--- src/rtl/hilo_seq_pkg.sv ---
// Shared types and constants for the HI/LO mult/div sequencer.
package hilo_seq_pkg;

  typedef enum logic [2:0] {
    IDLE  = 3'd0,
    START = 3'd1,
    WAIT  = 3'd2,
    WRITE = 3'd3,
    EXC   = 3'd4
  } state_t;

  localparam logic OP_MULT = 1'b0;
  localparam logic OP_DIV  = 1'b1;

endpackage

--- src/rtl/hilo_watchdog.sv ---
// WAIT-state watchdog: counts cycles without the selected unit's done and
// flags expiry on the last permitted cycle.
module hilo_watchdog #(
  parameter int TIMEOUT_CYCLES = 40,
  parameter int CNT_W          = 6
) (
  input  logic clk,
  input  logic reset,
  input  logic clear,
  input  logic enable,
  output logic expire
);

  logic [CNT_W-1:0] cnt;

  always_ff @(posedge clk or negedge reset) begin
    if (!reset)      cnt <= '0;
    else if (clear)  cnt <= '0;
    else if (enable) cnt <= cnt + 1'b1;
  end

  assign expire = (cnt == CNT_W'(TIMEOUT_CYCLES - 1));

endmodule

--- src/rtl/hilo_seq.sv ---
// HI/LO sequencer: dispatches one mult/div op, waits for the selected unit
// and writes HI/LO. Optional watchdog abort via `HILO_SEQ_TIMEOUT_EN.
module hilo_seq
  import hilo_seq_pkg::*;
#(
  parameter int TIMEOUT_CYCLES = 40,
  parameter int CNT_W          = 6
) (
  input  logic clk,
  input  logic reset,
  input  logic op_start,
  input  logic op_sel,
  input  logic divisor_zero,
  input  logic mult_done,
  input  logic div_done,
  output logic mult_start,
  output logic div_start,
  output logic hilo_sel,
  output logic hi_w,
  output logic lo_w,
  output logic busy,
  output logic done,
  output logic div0_exc,
  output logic timeout
);

  state_t state;
  logic   sel_done;
  logic   expire;

  if ((2 ** CNT_W) <= TIMEOUT_CYCLES) begin : g_cnt_w_chk
    $error("hilo_seq: CNT_W too narrow for TIMEOUT_CYCLES");
  end

  // Only the unit that was actually started may end the wait.
  assign sel_done = (hilo_sel == OP_DIV) ? div_done : mult_done;

`ifdef HILO_SEQ_TIMEOUT_EN
  hilo_watchdog #(
    .TIMEOUT_CYCLES(TIMEOUT_CYCLES),
    .CNT_W         (CNT_W)
  ) u_watchdog (
    .clk   (clk),
    .reset (reset),
    .clear (state == START),
    .enable(state == WAIT && !sel_done),
    .expire(expire)
  );

  always_ff @(posedge clk or negedge reset) begin
    if (!reset) timeout <= 1'b0;
    else        timeout <= (state == WAIT) && !sel_done && expire;
  end
`else
  assign expire  = 1'b0;
  assign timeout = 1'b0;
`endif

  always_ff @(posedge clk or negedge reset) begin
    if (!reset) begin
      state      <= IDLE;
      hilo_sel   <= OP_MULT;
      mult_start <= 1'b0;
      div_start  <= 1'b0;
      hi_w       <= 1'b0;
      lo_w       <= 1'b0;
      busy       <= 1'b0;
      done       <= 1'b0;
      div0_exc   <= 1'b0;
    end else begin
      mult_start <= 1'b0;
      div_start  <= 1'b0;
      hi_w       <= 1'b0;
      lo_w       <= 1'b0;
      done       <= 1'b0;
      div0_exc   <= 1'b0;
      case (state)
        IDLE: if (op_start) begin
          hilo_sel <= op_sel;
          busy     <= 1'b1;
          if (op_sel == OP_DIV && divisor_zero) begin
            state    <= EXC;
            div0_exc <= 1'b1;
          end else begin
            state      <= START;
            mult_start <= (op_sel == OP_MULT);
            div_start  <= (op_sel == OP_DIV);
          end
        end
        START: state <= WAIT;
        WAIT: begin
          // Done wins over a simultaneous watchdog expiry.
          if (sel_done) begin
            state <= WRITE;
            hi_w  <= 1'b1;
            lo_w  <= 1'b1;
            done  <= 1'b1;
          end else if (expire) begin
            state <= IDLE;
            busy  <= 1'b0;
          end
        end
        WRITE: begin
          state <= IDLE;
          busy  <= 1'b0;
        end
        EXC: begin
          state <= IDLE;
          busy  <= 1'b0;
        end
        default: begin
          state <= IDLE;
          busy  <= 1'b0;
        end
      endcase
    end
  end

endmodule

--- config.mk ---
export PLATFORM = sky130hd
export DESIGN_NAME = hilo_seq
export DESIGN_NICKNAME = d
export VERILOG_FILES = /design/src/rtl/hilo_seq_pkg.sv /design/src/rtl/hilo_watchdog.sv /design/src/rtl/hilo_seq.sv
export SDC_FILE = /design/constraint.sdc
export NUM_CORES = 1
export LEC_CHECK = 0
export ABC_CLOCK_PERIOD_IN_PS = 1300
export CORE_AREA = 5 5 42 44
export CTS_CLUSTER_DIAMETER = 200
export DETAILED_ROUTE_END_ITERATION = 8
export DIE_AREA = 0 0 47 49
export GPL_ROUTABILITY_DRIVEN = 0
export HOLD_SLACK_MARGIN = 0.05
export PLACE_DENSITY_LB_ADDON = 0.15
export SETUP_SLACK_MARGIN = 0.1
export SLEW_MARGIN = 10
export SYNTH_ARGS = -nofsm -noshare
export SYNTH_HDL_FRONTEND = slang
export SYNTH_SLANG_ARGS = --single-unit
--- constraint.sdc ---
create_clock -name clk -period 1.3 [get_ports clk]
set_input_delay 0.195 -clock clk [delete_from_list [all_inputs] [get_ports clk]]
set_output_delay 0.195 -clock clk [all_outputs]
set_load 0.02 [all_outputs]
==> summary.txt, run 1 <==
Cells and area
  – Final Net Count: 57
  – Layout cells sized above 1: 0.347
  – Inserted Diodes: 0
  – Fin area: roughly 600 µm²
  – Area grow syn2layout: 52.4%
  – Finished Core Util: 0.426

Clocking
  – Clock slew at reported path FFs: around 0.06 ns
  – CTS tree: done
  – H-Tree Level Count: 1
  – Clock Tree Buf Depth: 2
  – CTS Buf Count: 3
  – Clock sink count: 9
  – Clock Tree Root: clkbuf_4
  – CTS Hold Buffers Added: 0
  – Skew-Pair Late Insertion Delay: ~0.26 ns

Critical path
  – WP data required: 1.45 ns
  – Arr. time, crit path: between 1 and 1.5 ns
  – Crit path buffers/inverters: 0
  – Critical-path top delay cell: dfrtp_2
  – CP Cell Sequence: nor4b_4 -> mux2_4
  – Slowest cell delay on critical path: around 0.44 ns
  – CP Max Fanout: 4
  – Setup CP Type: reg -> reg
  – Startpoint types: flop
  – Worst setup EP type: flop
  – Top delay family on crit path: flip-flops

Global route
  – Global-route wire length before repair: ~1300 µm
  – GRT Total Usage: 0.0861
  – GRT Residual Overflow: 0
  – Vias in the first global route: roughly 300
  – Pin count of the biggest net entering global routing: 10
  – Initial antenna violation count: 0

Yosys
  – Yosys reg bits: 9
  – Top-count cell post-synth: dfrtp_1
  – Mapped cell area: 392 µm²
  – YS warnings: 0
  – EDFF count, synth: 0
  – Top_reg_cell synth: dfrtp_1
  – Asr flop ratio synth: 1.00
  – Top cell type by total area after synthesis: dfrtp_1
  – Post-synth top area share: 0.575
  – Mapped Nets: 37
  – Synth area leaders: dfrtp_1 (58%), buf_4 (5.8%), or3b_1 (4.5%), nor4b_2 (3.8%), or4b_4 (3.5%)
  – Syn avg cell area: approximately 13 µm²
  – Distinct cells, synth: 16
  – Sequential share of the synthesized area: 0.575
  – Cells after Synth: 30
  – Post-synth top cells: dfrtp_1 (9), buf_4 (3), nor2_1 (3)

Floorplanning
  – I/O pin cnt: 16
  – Cell Rows: 14
  – Initial Utilization: 0.279
  – Die Ht: 49 µm
  – Die area: about 2300 µm²
  – Core area: between 1000 and 1500 µm²
  – Chip Width: ~47 µm

Route
  – DR iter-0 viols: 5
  – Wirelength per Cell: between 10 and 15 µm
  – Via count: between 200 and 300
  – Post-route ant nets: 0
  – DRC errors left: 0
  – WL final: a little over 800 µm
  – Vias per cell: between 4 and 5
  – Drt pass-1 iters: 4

Timing
  – Endpoints failing setup: 0
  – Worst hold slack: about 0.24 ns
  – Fmax: between 0.8 and 0.9 GHz
  – Final Hold Viols: 0
  – Period minus WS final: between 1 and 1.5 ns
  – Period utilization: 0.948
  – Slew Viols, Final: 0
  – RSZ-0062 raised after global routing: yes
  – Clock skew: around 0.00058 ns
  – Fin Setup TNS: 0 ns

Flow run
  – Max-cap violation count: 0

Power
  – P_leak: 0.291 nW
  – Power Total: between 1 and 1.5 mW
  – PD cells: around 2000 nW/µm²
  – Peak VDD IR: 940 µV

Place
  – I/O Buffers: 14
  – Placed inst area: approximately 550 µm²
  – Post-detail-place hpwl: 613 µm

Hold path
  – Hold/Removal Path Class: in -> async

Status
  – Status: completed
-- area by class of cell --
type / instances / area [µm²]
timing repair buffer: 18 / 159
clock buffer: 4 / 26.3
multi-input combinational: 18 / 163
fill: 132 / 805
tap: 16 / 20.0
sequential: 9 / 229
-- timing repair --
action / CTS / global route
pin swaps: 2 / 2
setup buffers: 2 / 1
gates resized for setup: 11 / 6
endpoints found under the setup margin: 10 / 9
-- flip-flops by register name, indices dropped and copies added (netlist names) --
register,count
mult_start,1
div0_exc,1
busy,1
state,3
hilo_sel,1
done,1
div_start,1
-- stage by stage --
stage / worst slack, ns / cells
2_1_floorplan: 0.0956 / 30
3_3_place_gp: -0.101 / 58
3_5_place_dp: -0.134 / 58
4_1_cts: 0.0487 / 64
5_1_grt: 0.0344 / 65
6_report: 0.0677 / 65
-- cells in the final DEF (no fill, tap or decap), drive strengths merged, types with 2 or more instances in the layout --
master,instances
dfrtp,9
clkdlybuf4s50,6
dlygate4sd2,5
clkbuf,5
buf,4
nor2,3
and3,2
or3b,2
clkdlybuf4s15,2
-- worst register-to-register path, delay by kind of cell, from the launching register on --
| family | cells | cell delay (ns) |
|---|---|---|
| muxes | 1 | 0.33 |
| and+or+nand+nor | 1 | 0.35 |
| DFF | 1 | 0.44 |
-- where the power goes --
part / internal, mW / switching [mW] / total [mW]
combinational: 0.286 / 0.248 / 0.534
clock: 0.118 / 0.0952 / 0.213
sequential: 0.375 / 0.0921 / 0.467
-- path summary, 6_finish.rpt --
kind,cells after the start,slack (ns),start,to
max in group asynchronous,1,0.75,reset,state[1]
setup reg to reg,2,0.07,state[2],hilo_sel
min in group clk,1,0.56,hilo_sel,hilo_sel
setup / recovery,2,0.07,state[2],hilo_sel
hold reg to reg,1,0.56,hilo_sel,hilo_sel
hold / removal,1,0.24,reset,done
-- routing by layer --
layer  up-vias  GRT usage  part of all wire
li1        139          -                 -
met3         4     0.0480             0.095
met5         -          0                 0
met2        13      0.131              0.50
met1       143     0.0864              0.38
met4         0     0.0553             0.021
-- cell families (layout without fill, tap and decap cells) --
group,after synthesis,after routing,share of synthesized area
AND/OR/NAND/NOR,11,11,0.220
XOR/XNOR,1,1,0.0224
other,1,1,0.00958
buffers and inverters,3,22,0.0575
flip-flops,9,9,0.575
multiplexers,2,2,0.0543
AO/OA/AOI/OAI,3,3,0.0607
Note: power is estimated with default switching activity, not from simulation.
==> run 2, diff against run 1 <==
--- a/config.mk
+++ b/config.mk
@@ -7,6 +7,7 @@
 export LEC_CHECK = 0
 export ABC_CLOCK_PERIOD_IN_PS = 1300
 export CORE_AREA = 5 5 42 44
+export CTS_BUF_LIST = sky130_fd_sc_hd__clkbuf_4 sky130_fd_sc_hd__clkbuf_8
 export CTS_CLUSTER_DIAMETER = 200
 export DETAILED_ROUTE_END_ITERATION = 8
 export DIE_AREA = 0 0 47 49
@@ -14,6 +15,7 @@
 export HOLD_SLACK_MARGIN = 0.05
 export PLACE_DENSITY_LB_ADDON = 0.15
 export SETUP_SLACK_MARGIN = 0.1
+export SKIP_CTS_REPAIR_TIMING = 1
 export SLEW_MARGIN = 10
 export SYNTH_ARGS = -nofsm -noshare
 export SYNTH_HDL_FRONTEND = slang
==> summary.txt, run 2 (synthesized netlist as in run 1, its figures left out) <==
Status
  – Status: completed

Global route
  – GRT Total Usage: 0.0819 (-0.00427)
  – Vias in the first global route: 263 (-11%)
  – Initial antenna violation count: 0 (unchanged)
  – Global-route wire length before repair: 1250 µm (-6.2%)
  – GRT Residual Overflow: 0 (unchanged)
  – Pin count of the biggest net entering global routing: 10 (unchanged)

Route
  – Vias per cell: 4.59 (-0.28%)
  – Max layer used: met4
  – Met2 WL: 412 µm (-0.24%)
  – DR iter-0 viols: 1 (-4)
  – Wirelength per Cell: 13.1 µm (+3.2%)
  – DRC errors left: 0 (unchanged)
  – Met1 WL: 321 µm (+1.6%)
  – Drt pass-1 iters: 2 (-2)
  – Post-route ant nets: 0 (unchanged)
  – Metal3 WL: 81 µm (+3.8%)
  – Via count: 289 (-3.3%)
  – WL final: 824 µm (unchanged)

Cells and area
  – Final Net Count: 55 (-3.5%)
  – Largest register FFs: 3 (unchanged)
  – Filler cells: 131 (-0.76%)
  – Most frequent cells in the layout: dlymetal6s2s_1 (8), dfrtp_1 (7), clkdlybuf4s50_1 (6)
  – Inserted Diodes: 0 (unchanged)
  – Final instance count without filler cells: 63 (-3.1%)
  – Fin area: 616 µm² (+3.1%)
  – Finished Core Util: 0.439 (+0.0134)
  – Area grow syn2layout: 57.2%
  – Largest Register: state
  – Most common cell after layout, fill and taps aside: dlymetal6s2s_1
  – Layout cells sized above 1: 0.298 (-0.0491)

Floorplanning
  – Die Ht: 49 µm (unchanged)
  – Chip Width: 47 µm (unchanged)
  – Core area: 1400 µm² (unchanged)
  – Die area: 2300 µm² (unchanged)
  – I/O pin cnt: 16 (unchanged)
  – Initial Utilization: 0.279 (unchanged)
  – Cell Rows: 14 (unchanged)

Clocking
  – Clock Tree Root: clkbuf_4
  – Skew-Pair Late Insertion Delay: 0.26 ns (about the same)
  – CTS tree: done
  – CTS Buf Count: 3 (unchanged)
  – Clock Tree Buf Depth: 2 (unchanged)
  – H-Tree Level Count: 1 (unchanged)
  – Clock sink count: 9 (unchanged)
  – Clock slew at reported path FFs: 0.06 ns (about the same)

Power
  – P_leak: 0.381 nW (+31%)
  – PD cells: 2030 nW/µm² (-0.42%)
  – Peak VDD IR: 798 µV (-15%)

Timing
  – Period utilization: 0.958 (+0.0105)
  – Fmax: 0.803 GHz (-1.1%)
  – RSZ-0062 raised after global routing: yes
  – Fin Setup TNS: 0 ns (unchanged)
  – Slew Viols, Final: 0 (unchanged)
  – Final Hold Viols: 0 (unchanged)
  – Clock skew: 0.000346 ns (-0.000229 ns)
  – Endpoints failing setup: 0 (unchanged)
  – Period minus WS final: 1.25 ns (+0.0137 ns)

Place
  – Dpl cells: 58 (unchanged)
  – Post-detail-place hpwl: 613 µm (unchanged)
  – Placed inst area: 546 µm² (unchanged)
  – I/O Buffers: 14 (unchanged)

Flow run
  – Max-cap violation count: 0 (unchanged)

Critical path
  – Arr. time, crit path: 1.39 ns (about the same)
  – Slowest cell delay on critical path: 0.45 ns (about the same)
  – Reg-to-Reg Start: state[0]
  – Setup CP Type: reg -> reg
  – CP Max Fanout: 6 (+2)
  – CP Cell Sequence: nor4b_4 -> mux2_4
  – Worst R2R Path Depth: 2 (unchanged)
  – Critical-path top delay cell: dfrtp_2
  – WP data required: 1.45 ns (about the same)
  – Worst setup EP type: flop
  – Startpoint types: flop
  – R2r endpoint: hilo_sel
  – FF-to-FF setup slack: 0.05 ns (about the same)

Hold path
  – Hold/Removal Path Class: in -> async
==> run 2: changes by cell type in the layout (fill, tap and decap cells not counted) <==
cell,change
dlymetal6s2s_1,+8
clkbuf_4,+1
dfrtp_2,-1
dlygate4sd2_1,-5
clkbuf_2,-1
clkbuf_1,-1
buf_4,-2
dfrtp_1,+1
clkdlybuf4s15_1,-2
==> run 2: worst max path at each step <==
| stage | start | endpoint | slack, ns | cells after the start |
|---|---|---|---|---|
| after floorplan | state[2] | div_start | 0.1 | 2 |
| after global placement | op_start | div_start | -0.10 | 3 |
| after detailed placement | op_start | hilo_sel | -0.13 | 3 |
| after CTS | hilo_sel | hilo_sel | -0.18 | 1 |
| after global routing | state[0] | div_start | 0.02 | 2 |
| final | state[0] | hilo_sel | 0.05 | 2 |
==> run 2: area by class of cell <==
class / count / area (µm²) / area share
multi-input combinational: 18 / 163 / 0.264
clock buffer: 4 / 30.0 / 0.0488
timing repair buffer: 16 / 175 / 0.285
tap: 16 / 20.0 / 0.0325
sequential: 9 / 228 / 0.370
==> run 2: power breakdown <==
group	switching (mW)	leakage, nW	internal (mW)
Combinational	0.240	0.250	0.307
Clock	0.0961	0.0184	0.139
Sequential	0.0942	0.113	0.371
Total	0.430	0.381	0.817
==> run 2: through the flow <==
stage | hold WS (ns) | total power, mW | setup slack [ns]
global placement | 0.510 | 0.971 | -0.101
global route | 0.263 | 1.33 | 0.0202
detailed placement | 0.515 | 0.983 | -0.134
floorplan | -0.101 | 0.778 | 0.0956
CTS | 0.232 | 1.23 | -0.183
finish | 0.236 | 1.25 | 0.0540
==> run 2: critical path: cells and delay by family, from the launching register on <==
family / cells / cell delay [ns]
AND/OR/NAND/NOR: 1 / 0.36
multiplexers: 1 / 0.33
flip-flops: 1 / 0.45
==> run 2: routing by layer <==
metal | vias to the layer above | global-route usage
li1 | 136 | -
met1 | 140 | 0.0864
met2 | 11 | 0.118
met3 | 2 | 0.0480
met4 | 0 | 0.0553
met5 | - | 0
